--- src/rtl/neuron_lif_layer_if.sv ---
// Weight-stream channel into the LIF layer: one SYNAPSES-wide sign word per neuron,
// transferred on w_valid && w_ready.
interface neuron_lif_layer_if #(
    parameter int SYNAPSES = 32
) ();
    logic                w_valid;
    logic                w_ready;
    logic [SYNAPSES-1:0] weights;

    modport master (
        output w_valid,
        output weights,
        input  w_ready
    );

    modport slave (
        input  w_valid,
        input  weights,
        output w_ready
    );
endinterface

--- src/rtl/neuron_lif_layer.sv ---
// Time-multiplexed layer of leaky integrate-and-fire neurons sharing one datapath.
// Each start evaluates one timestep; neuron idx consumes one streamed weight word.
module neuron_lif_layer #(
    parameter int SYNAPSES       = 32,
    parameter int NEURONS        = 8,
    parameter int MEMBRANE_BITS  = $clog2(SYNAPSES) + 2,
    parameter int THRESHOLD_BITS = MEMBRANE_BITS - 1,
    parameter int BIAS_BITS      = MEMBRANE_BITS - 2,
    parameter int REFRACT_BITS   = 2,
    localparam int IDX_W         = $clog2(NEURONS)
) (
    input  logic                            clk,
    input  logic                            rst_n,
    input  logic                            start_i,
    input  logic                            clear_i,
    input  logic [SYNAPSES-1:0]             inputs_i,
    neuron_lif_layer_if.slave               w_if,
    input  logic [2:0]                      shift_i,
    input  logic [THRESHOLD_BITS-1:0]       threshold_i,
    input  logic signed [BIAS_BITS-1:0]     bias_i,
    input  logic                            reset_mode_i,
    input  logic [REFRACT_BITS-1:0]         refractory_period_i,
    output logic                            busy_o,
    output logic                            done_o,
    output logic [NEURONS-1:0]              spikes_o,
    input  logic [IDX_W-1:0]                rd_addr_i,
    output logic signed [MEMBRANE_BITS-1:0] rd_data_o
);

    // Two guard bits hold decayed + psp + bias (and acc - threshold) without overflow.
    localparam int W     = MEMBRANE_BITS + 2;
    localparam int U_MAX = 2 ** (MEMBRANE_BITS - 1) - 1;
    localparam int U_MIN = -(2 ** (MEMBRANE_BITS - 1));

    localparam logic signed [W-1:0]             U_MAX_W  = W'(U_MAX);
    localparam logic signed [W-1:0]             U_MIN_W  = W'(U_MIN);
    localparam logic signed [MEMBRANE_BITS-1:0] U_MAX_M  = MEMBRANE_BITS'(U_MAX);
    localparam logic signed [MEMBRANE_BITS-1:0] U_MIN_M  = MEMBRANE_BITS'(U_MIN);
    localparam logic signed [W-1:0]             ONE_W    = W'(1);
    localparam logic [IDX_W-1:0]                LAST_IDX = IDX_W'(NEURONS - 1);
    localparam logic [IDX_W-1:0]                ONE_IDX  = IDX_W'(1);
    localparam logic [REFRACT_BITS-1:0]         ONE_REFR = REFRACT_BITS'(1);

    typedef enum logic [1:0] {
        S_IDLE,
        S_RUN,
        S_DONE
    } state_t;

    state_t                          state_q;
    logic [IDX_W-1:0]                idx_q;
    logic                            busy_q;
    logic                            done_q;
    logic                            w_ready_q;
    logic [NEURONS-1:0]              spikes_q;
    logic [NEURONS-1:0]              spike_acc_q;
    logic [SYNAPSES-1:0]             inputs_q;
    logic signed [MEMBRANE_BITS-1:0] mem_q  [NEURONS];
    logic [REFRACT_BITS-1:0]         refr_q [NEURONS];

    logic signed [W-1:0]             u_ext;
    logic signed [W-1:0]             decayed;
    logic signed [W-1:0]             psp;
    logic signed [W-1:0]             acc;
    logic signed [W-1:0]             thr_ext;
    logic signed [W-1:0]             bias_ext;
    logic signed [W-1:0]             u_full;
    logic [REFRACT_BITS-1:0]         refr_cur;
    logic [REFRACT_BITS-1:0]         refr_d;
    logic                            spike_d;
    logic signed [MEMBRANE_BITS-1:0] u_d;
    logic [NEURONS-1:0]              spike_acc_d;

    always_comb begin
        psp = '0;
        for (int i = 0; i < SYNAPSES; i++) begin
            if (inputs_q[i]) begin
                psp = w_if.weights[i] ? psp + ONE_W : psp - ONE_W;
            end
        end
    end

    always_comb begin
        u_ext    = {{2{mem_q[idx_q][MEMBRANE_BITS-1]}}, mem_q[idx_q]};
        refr_cur = refr_q[idx_q];
        thr_ext  = {{(W - THRESHOLD_BITS){1'b0}}, threshold_i};
        bias_ext = {{(W - BIAS_BITS){bias_i[BIAS_BITS-1]}}, bias_i};
        decayed  = (shift_i == 3'd0) ? u_ext : u_ext - (u_ext >>> shift_i);
        spike_d  = 1'b0;
        refr_d   = refr_cur;
        acc      = decayed + bias_ext;
        if (refr_cur != '0) begin
            refr_d = refr_cur - ONE_REFR;
        end else begin
            acc = decayed + psp + bias_ext;
            if (acc >= thr_ext) begin
                spike_d = 1'b1;
                refr_d  = refractory_period_i;
            end
        end
        u_full = acc;
        if (spike_d) begin
            u_full = reset_mode_i ? acc - thr_ext : '0;
        end
        // The spike decision above uses the unclamped accumulator; only storage saturates.
        if (u_full > U_MAX_W) begin
            u_d = U_MAX_M;
        end else if (u_full < U_MIN_W) begin
            u_d = U_MIN_M;
        end else begin
            u_d = u_full[MEMBRANE_BITS-1:0];
        end
        spike_acc_d        = spike_acc_q;
        spike_acc_d[idx_q] = spike_d;
    end

    always_ff @(posedge clk or negedge rst_n) begin
        if (!rst_n) begin
            state_q     <= S_IDLE;
            idx_q       <= '0;
            busy_q      <= 1'b0;
            done_q      <= 1'b0;
            w_ready_q   <= 1'b0;
            spikes_q    <= '0;
            spike_acc_q <= '0;
            inputs_q    <= '0;
            for (int n = 0; n < NEURONS; n++) begin
                mem_q[n]  <= '0;
                refr_q[n] <= '0;
            end
        end else begin
            done_q <= 1'b0;
            case (state_q)
                S_IDLE: begin
                    if (clear_i) begin
                        for (int n = 0; n < NEURONS; n++) begin
                            mem_q[n]  <= '0;
                            refr_q[n] <= '0;
                        end
                    end else if (start_i) begin
                        inputs_q    <= inputs_i;
                        spike_acc_q <= '0;
                        idx_q       <= '0;
                        busy_q      <= 1'b1;
                        w_ready_q   <= 1'b1;
                        state_q     <= S_RUN;
                    end
                end
                S_RUN: begin
                    if (w_if.w_valid) begin
                        mem_q[idx_q]  <= u_d;
                        refr_q[idx_q] <= refr_d;
                        spike_acc_q   <= spike_acc_d;
                        if (idx_q == LAST_IDX) begin
                            // Publish on the last write so done and spikes land together.
                            spikes_q  <= spike_acc_d;
                            done_q    <= 1'b1;
                            busy_q    <= 1'b0;
                            w_ready_q <= 1'b0;
                            idx_q     <= '0;
                            state_q   <= S_DONE;
                        end else begin
                            idx_q <= idx_q + ONE_IDX;
                        end
                    end
                end
                S_DONE: begin
                    state_q <= S_IDLE;
                end
                default: begin
                    state_q <= S_IDLE;
                end
            endcase
        end
    end

    assign w_if.w_ready = w_ready_q;
    assign busy_o       = busy_q;
    assign done_o       = done_q;
    assign spikes_o     = spikes_q;
    assign rd_data_o    = mem_q[rd_addr_i];

endmodule
--- src/flat_wrapper.sv ---
// flat-port wrapper written by rule: the top's interface ports become plain ports
module neuron_lif_layer_flat 
#(
    parameter int SYNAPSES       = 32,
    parameter int NEURONS        = 8,
    parameter int MEMBRANE_BITS  = $clog2(SYNAPSES) + 2,
    parameter int THRESHOLD_BITS = MEMBRANE_BITS - 1,
    parameter int BIAS_BITS      = MEMBRANE_BITS - 2,
    parameter int REFRACT_BITS   = 2,
    localparam int IDX_W         = $clog2(NEURONS)
)
  (clk, rst_n, start_i, clear_i, inputs_i, shift_i, threshold_i, bias_i, reset_mode_i, refractory_period_i, busy_o, done_o, spikes_o, rd_addr_i, rd_data_o, w_if_w_valid, w_if_weights, w_if_w_ready);
  neuron_lif_layer_if #(.SYNAPSES(SYNAPSES)) w_if_i ();
  input  logic clk;
  input  logic rst_n;
  input  logic start_i;
  input  logic clear_i;
  input  logic [SYNAPSES-1:0] inputs_i;
  input  logic [2:0] shift_i;
  input  logic [THRESHOLD_BITS-1:0] threshold_i;
  input  logic signed [BIAS_BITS-1:0] bias_i;
  input  logic reset_mode_i;
  input  logic [REFRACT_BITS-1:0] refractory_period_i;
  output logic busy_o;
  output logic done_o;
  output logic [NEURONS-1:0] spikes_o;
  input  logic [IDX_W-1:0] rd_addr_i;
  output logic signed [MEMBRANE_BITS-1:0] rd_data_o;
  input wire logic [$bits(w_if_i.w_valid)-1:0] w_if_w_valid;
  input wire logic [$bits(w_if_i.weights)-1:0] w_if_weights;
  output wire logic [$bits(w_if_i.w_ready)-1:0] w_if_w_ready;
  assign w_if_i.w_valid = w_if_w_valid;
  assign w_if_i.weights = w_if_weights;
  assign w_if_w_ready = w_if_i.w_ready;
  neuron_lif_layer #(.SYNAPSES(SYNAPSES), .NEURONS(NEURONS), .MEMBRANE_BITS(MEMBRANE_BITS), .THRESHOLD_BITS(THRESHOLD_BITS), .BIAS_BITS(BIAS_BITS), .REFRACT_BITS(REFRACT_BITS)) u_core (.clk(clk), .rst_n(rst_n), .start_i(start_i), .clear_i(clear_i), .inputs_i(inputs_i), .w_if(w_if_i), .shift_i(shift_i), .threshold_i(threshold_i), .bias_i(bias_i), .reset_mode_i(reset_mode_i), .refractory_period_i(refractory_period_i), .busy_o(busy_o), .done_o(done_o), .spikes_o(spikes_o), .rd_addr_i(rd_addr_i), .rd_data_o(rd_data_o));
endmodule
--- config.mk ---
export PLATFORM = sky130hd
export DESIGN_NAME = neuron_lif_layer_flat
export DESIGN_NICKNAME = d
export VERILOG_FILES = /design/src/rtl/neuron_lif_layer_if.sv /design/src/rtl/neuron_lif_layer.sv /design/src/flat_wrapper.sv
export SDC_FILE = /design/constraint.sdc
export NUM_CORES = 1
export LEC_CHECK = 0
export ABC_CLOCK_PERIOD_IN_PS = 51500
export BUFFER_PORTS_ARGS = -buffer_cell sky130_fd_sc_hd__clkbuf_2
export CORE_MARGIN = 2
export CORE_UTILIZATION = 50
export DETAILED_ROUTE_END_ITERATION = 16
export PLACE_DENSITY = 0.73
export SLEW_MARGIN = 20
export SYNTH_ARGS = -nofsm -noshare
export SYNTH_HDL_FRONTEND = slang
export SYNTH_SLANG_ARGS = --single-unit
--- constraint.sdc ---
create_clock -name clk -period 51.5 [get_ports clk]
set_input_delay 0 -clock clk [delete_from_list [all_inputs] [get_ports clk]]
set_output_delay 0 -clock clk [all_outputs]
set_load 0.1 [all_outputs]
==> results.ini <==
[critical_path]
worst-endpoint-arrival_ps = 36480
worst-setup-path-type = reg2reg
required_ps = 51810
critical_path.most_common_cell = sky130_fd_sc_hd__ha_1
timing.critical_path.to_type = flip-flop
critical_path.max_fanout = 18
max_stage_delay_cell_worst_path = sky130_fd_sc_hd__nor3b_2
start_kind = flip-flop
max_stage_delay_ps = 930

[finish]
layout.nets = 3231
area_delta_synth_final_pct = 8.79
num-fill-cells = 3801
final_cell_area_sq_um = 23300
finish.utilization_pct = 55.3
num_antenna_cells = 0
layout_common_cells = 304 x sky130_fd_sc_hd__o21ai_0, 255 x sky130_fd_sc_hd__inv_1, 253 x sky130_fd_sc_hd__nand2_1, 243 x sky130_fd_sc_hd__ha_1, 182 x sky130_fd_sc_hd__nor2_1
final_common_cell = sky130_fd_sc_hd__o21ai_0
final_layout_size_suffix_gt1_share_pct = 8.89

[cts]
numClockSinks = 127
cts.clk_slew.worst_paths_ps = 70
tritoncts = yes
cts-buffers-inserted = 17
clockBufferDepth = 2
ctsHoldBuffers = 37
cts_repair_resize_count = 0
post_cts.repair.setup_buffers = 0
clkLatencyLatePin_ps = 490
clock-root-buffer = sky130_fd_sc_hd__clkbuf_16
cts.htree.levels = 4

[logic_synthesis]
post_synth_edffs = 0
netlist-cell-type-count = 86
postSynth.topFlopCell = sky130_fd_sc_hd__dfrtp_1
synth.yosys.warnings = 0
synth_largest_area_cell = sky130_fd_sc_hd__dfrtp_1
synth-seq-cells = 127
post_synth_instance_area_sq_um = 21400
synth_area_leaders = sky130_fd_sc_hd__dfrtp_1 15%, sky130_fd_sc_hd__ha_1 14%, sky130_fd_sc_hd__o21ai_0 7.1%
postSynthCellCount = 2785
synthesized_net_count = 3162
share_of_the_synthesized_area_in_the_top_cell_type_pct = 14.8
synthArstFlopShare_pct = 100
mean_syn_cell_area_sq_um = 7.69
synth.yosys.seq_area_share_pct = 14.8

[timing]
worstMarginPinSlew_ps = 1110
clock.fmax_mhz = 27.7
max_slew_violation_total_from_the_final_report = 0
timing.final.crit_period_ps = 36170
clock_skew_ps = 30.3
slew-limit-headroom_pct = 25.5
setup-violations-final = 0
finalCritPeriodShare_pct = 70.2
unrepaired_setup_endpoints_after_global_routing = false
timing_hold_violations_final = 0
setup_total_negative_slack_ps = 0

[global_route]
grt_util_all_layers_pct = 27.2
globalRouteOverflowTotal = 0
grt_pass1_vias = 20500
grt_max_degree = 81
grt_first_pass_wirelength_um = 99000
grt_antenna_before_repair = 2

[floorplanning]
initial_core_util_pct = 50.8
floorplan.io_pins = 107
coreArea_sq_um = 42100
die_area_sq_um = 44500
die_height_um = 211
chipWidth_um = 211
count_of_standard_cell_rows = 75

[route]
drtAntennaViolNets = 0
dr_total_vias = 20800
via_per_inst = 6.10
detailed_routing_iteration_count_for_the_pre_antenna_repair_pass = 6
drt_iter0_drc = 1500
route.detailed.wl_per_inst_um = 17.7
wl_um = 60100
detail_route.drc_violations = 0

[placed_design]
dpl_cell_area_sq_um = 22300
gp_routability_congestion = 0.901
placement.io_buffers = 106
detailed_place_hpwl_um = 46600

[flow_run]
max-cap-violations = 0

[min_path]
min_path_type = in2reg

[outcome]
run_status = finished, final reports clean

critical path: cells and delay by family (launching register included):
family                     cells  cell delay (ps)
AOI/OAI and AO/OA             65            13910
xor gates and xnor gates       8             1870
adders and majority gates     34            11860
buffers and inverters         11              800
DFF                            1              450
muxes                          6             1650
and+or+nand+nor               32             5420
routing by layer:
layer / global-route usage (%) / wire (um) / vias up / share of wire, %
li1: - / - / 10100 / -
met1: 33.5 / 26100 / 9934 / 43
met2: 48.0 / 29200 / 595 / 48
met3: 4.13 / 2990 / 128 / 5.0
met4: 10.2 / 1850 / 4 / 3.1
met5: 0 / 30 / - / 0.050
metrics by stage:
| stage | hold slack (ps) | cells | setup slack, ps |
|---|---|---|---|
| after global routing | 114 | 3406 | 12460 |
| after global placement | 99.2 | 3337 | 16710 |
| after detailed placement | 101 | 3337 | 15910 |
| after CTS | 61.8 | 3406 | 15800 |
| after floorplan | -296 | 2785 | 21020 |
| final | 80.5 | 3406 | 15330 |
registers in the layout, summed over array words and instances (netlist names):
name / cells
u_core.inputs_q: 32
u_core.busy_o: 1
u_core.refr_q: 16
u_core.idx_q: 3
u_core.spike_acc_q: 8
u_core.done_o: 1
u_core.mem_q: 56
u_core.spikes_o: 8
u_core.state_q: 2
synth_stat cells, drive strengths merged (34+ instances only):
cell type  count
fa            45
mux2i         34
ha           243
nand3        112
inv          256
nor2         182
a21o          56
xnor2        132
and3          35
o21ai        310
xor2          51
nand2        254
a21boi        37
a21oi        170
dfrtp        127
o21a          49
mux2          47
nor2b         54
clkbuf        90
area by class of cell:
cell class | instances | area (sq um) | share of cell area [%]
Tap cell | 539 | 674 | 2.90
Inverter | 266 | 998 | 4.29
Multi-Input combinational cell | 2289 | 16800 | 72.4
Clock inverter | 14 | 173 | 0.742
Sequential cell | 127 | 3180 | 13.6
Timing Repair Buffer | 153 | 982 | 4.22
Clock buffer | 18 | 429 | 1.84
path summary, 6_finish.rpt:
kind / from / to / slack (ps) / cells past startpoint
max: u_core.inputs_q[0] / u_core.mem_q[22] / 15330 / 156
min: refractory_period_i[0] / u_core.refr_q[12] / 80 / 5
max reg2reg: u_core.inputs_q[0] / u_core.mem_q[22] / 15330 / 156
min reg2reg: u_core.refr_q[10] / u_core.refr_q[10] / 500 / 2
max in group asynchronous: rst_n / u_core.inputs_q[10] / 50130 / 3
min in group asynchronous: rst_n / u_core.mem_q[36] / 140 / 2
kinds of logic after synthesis:
group,share of synthesized area (%)
compound gates,25.7
xor+xnor,10.3
fa+ha+maj,18.4
buf+inv,6.54
flops,14.8
mux,5.64
simple gates,18.5
Power is not shown: default switching activity piles up to over one toggle a cycle in this logic, so the estimate is an artifact.
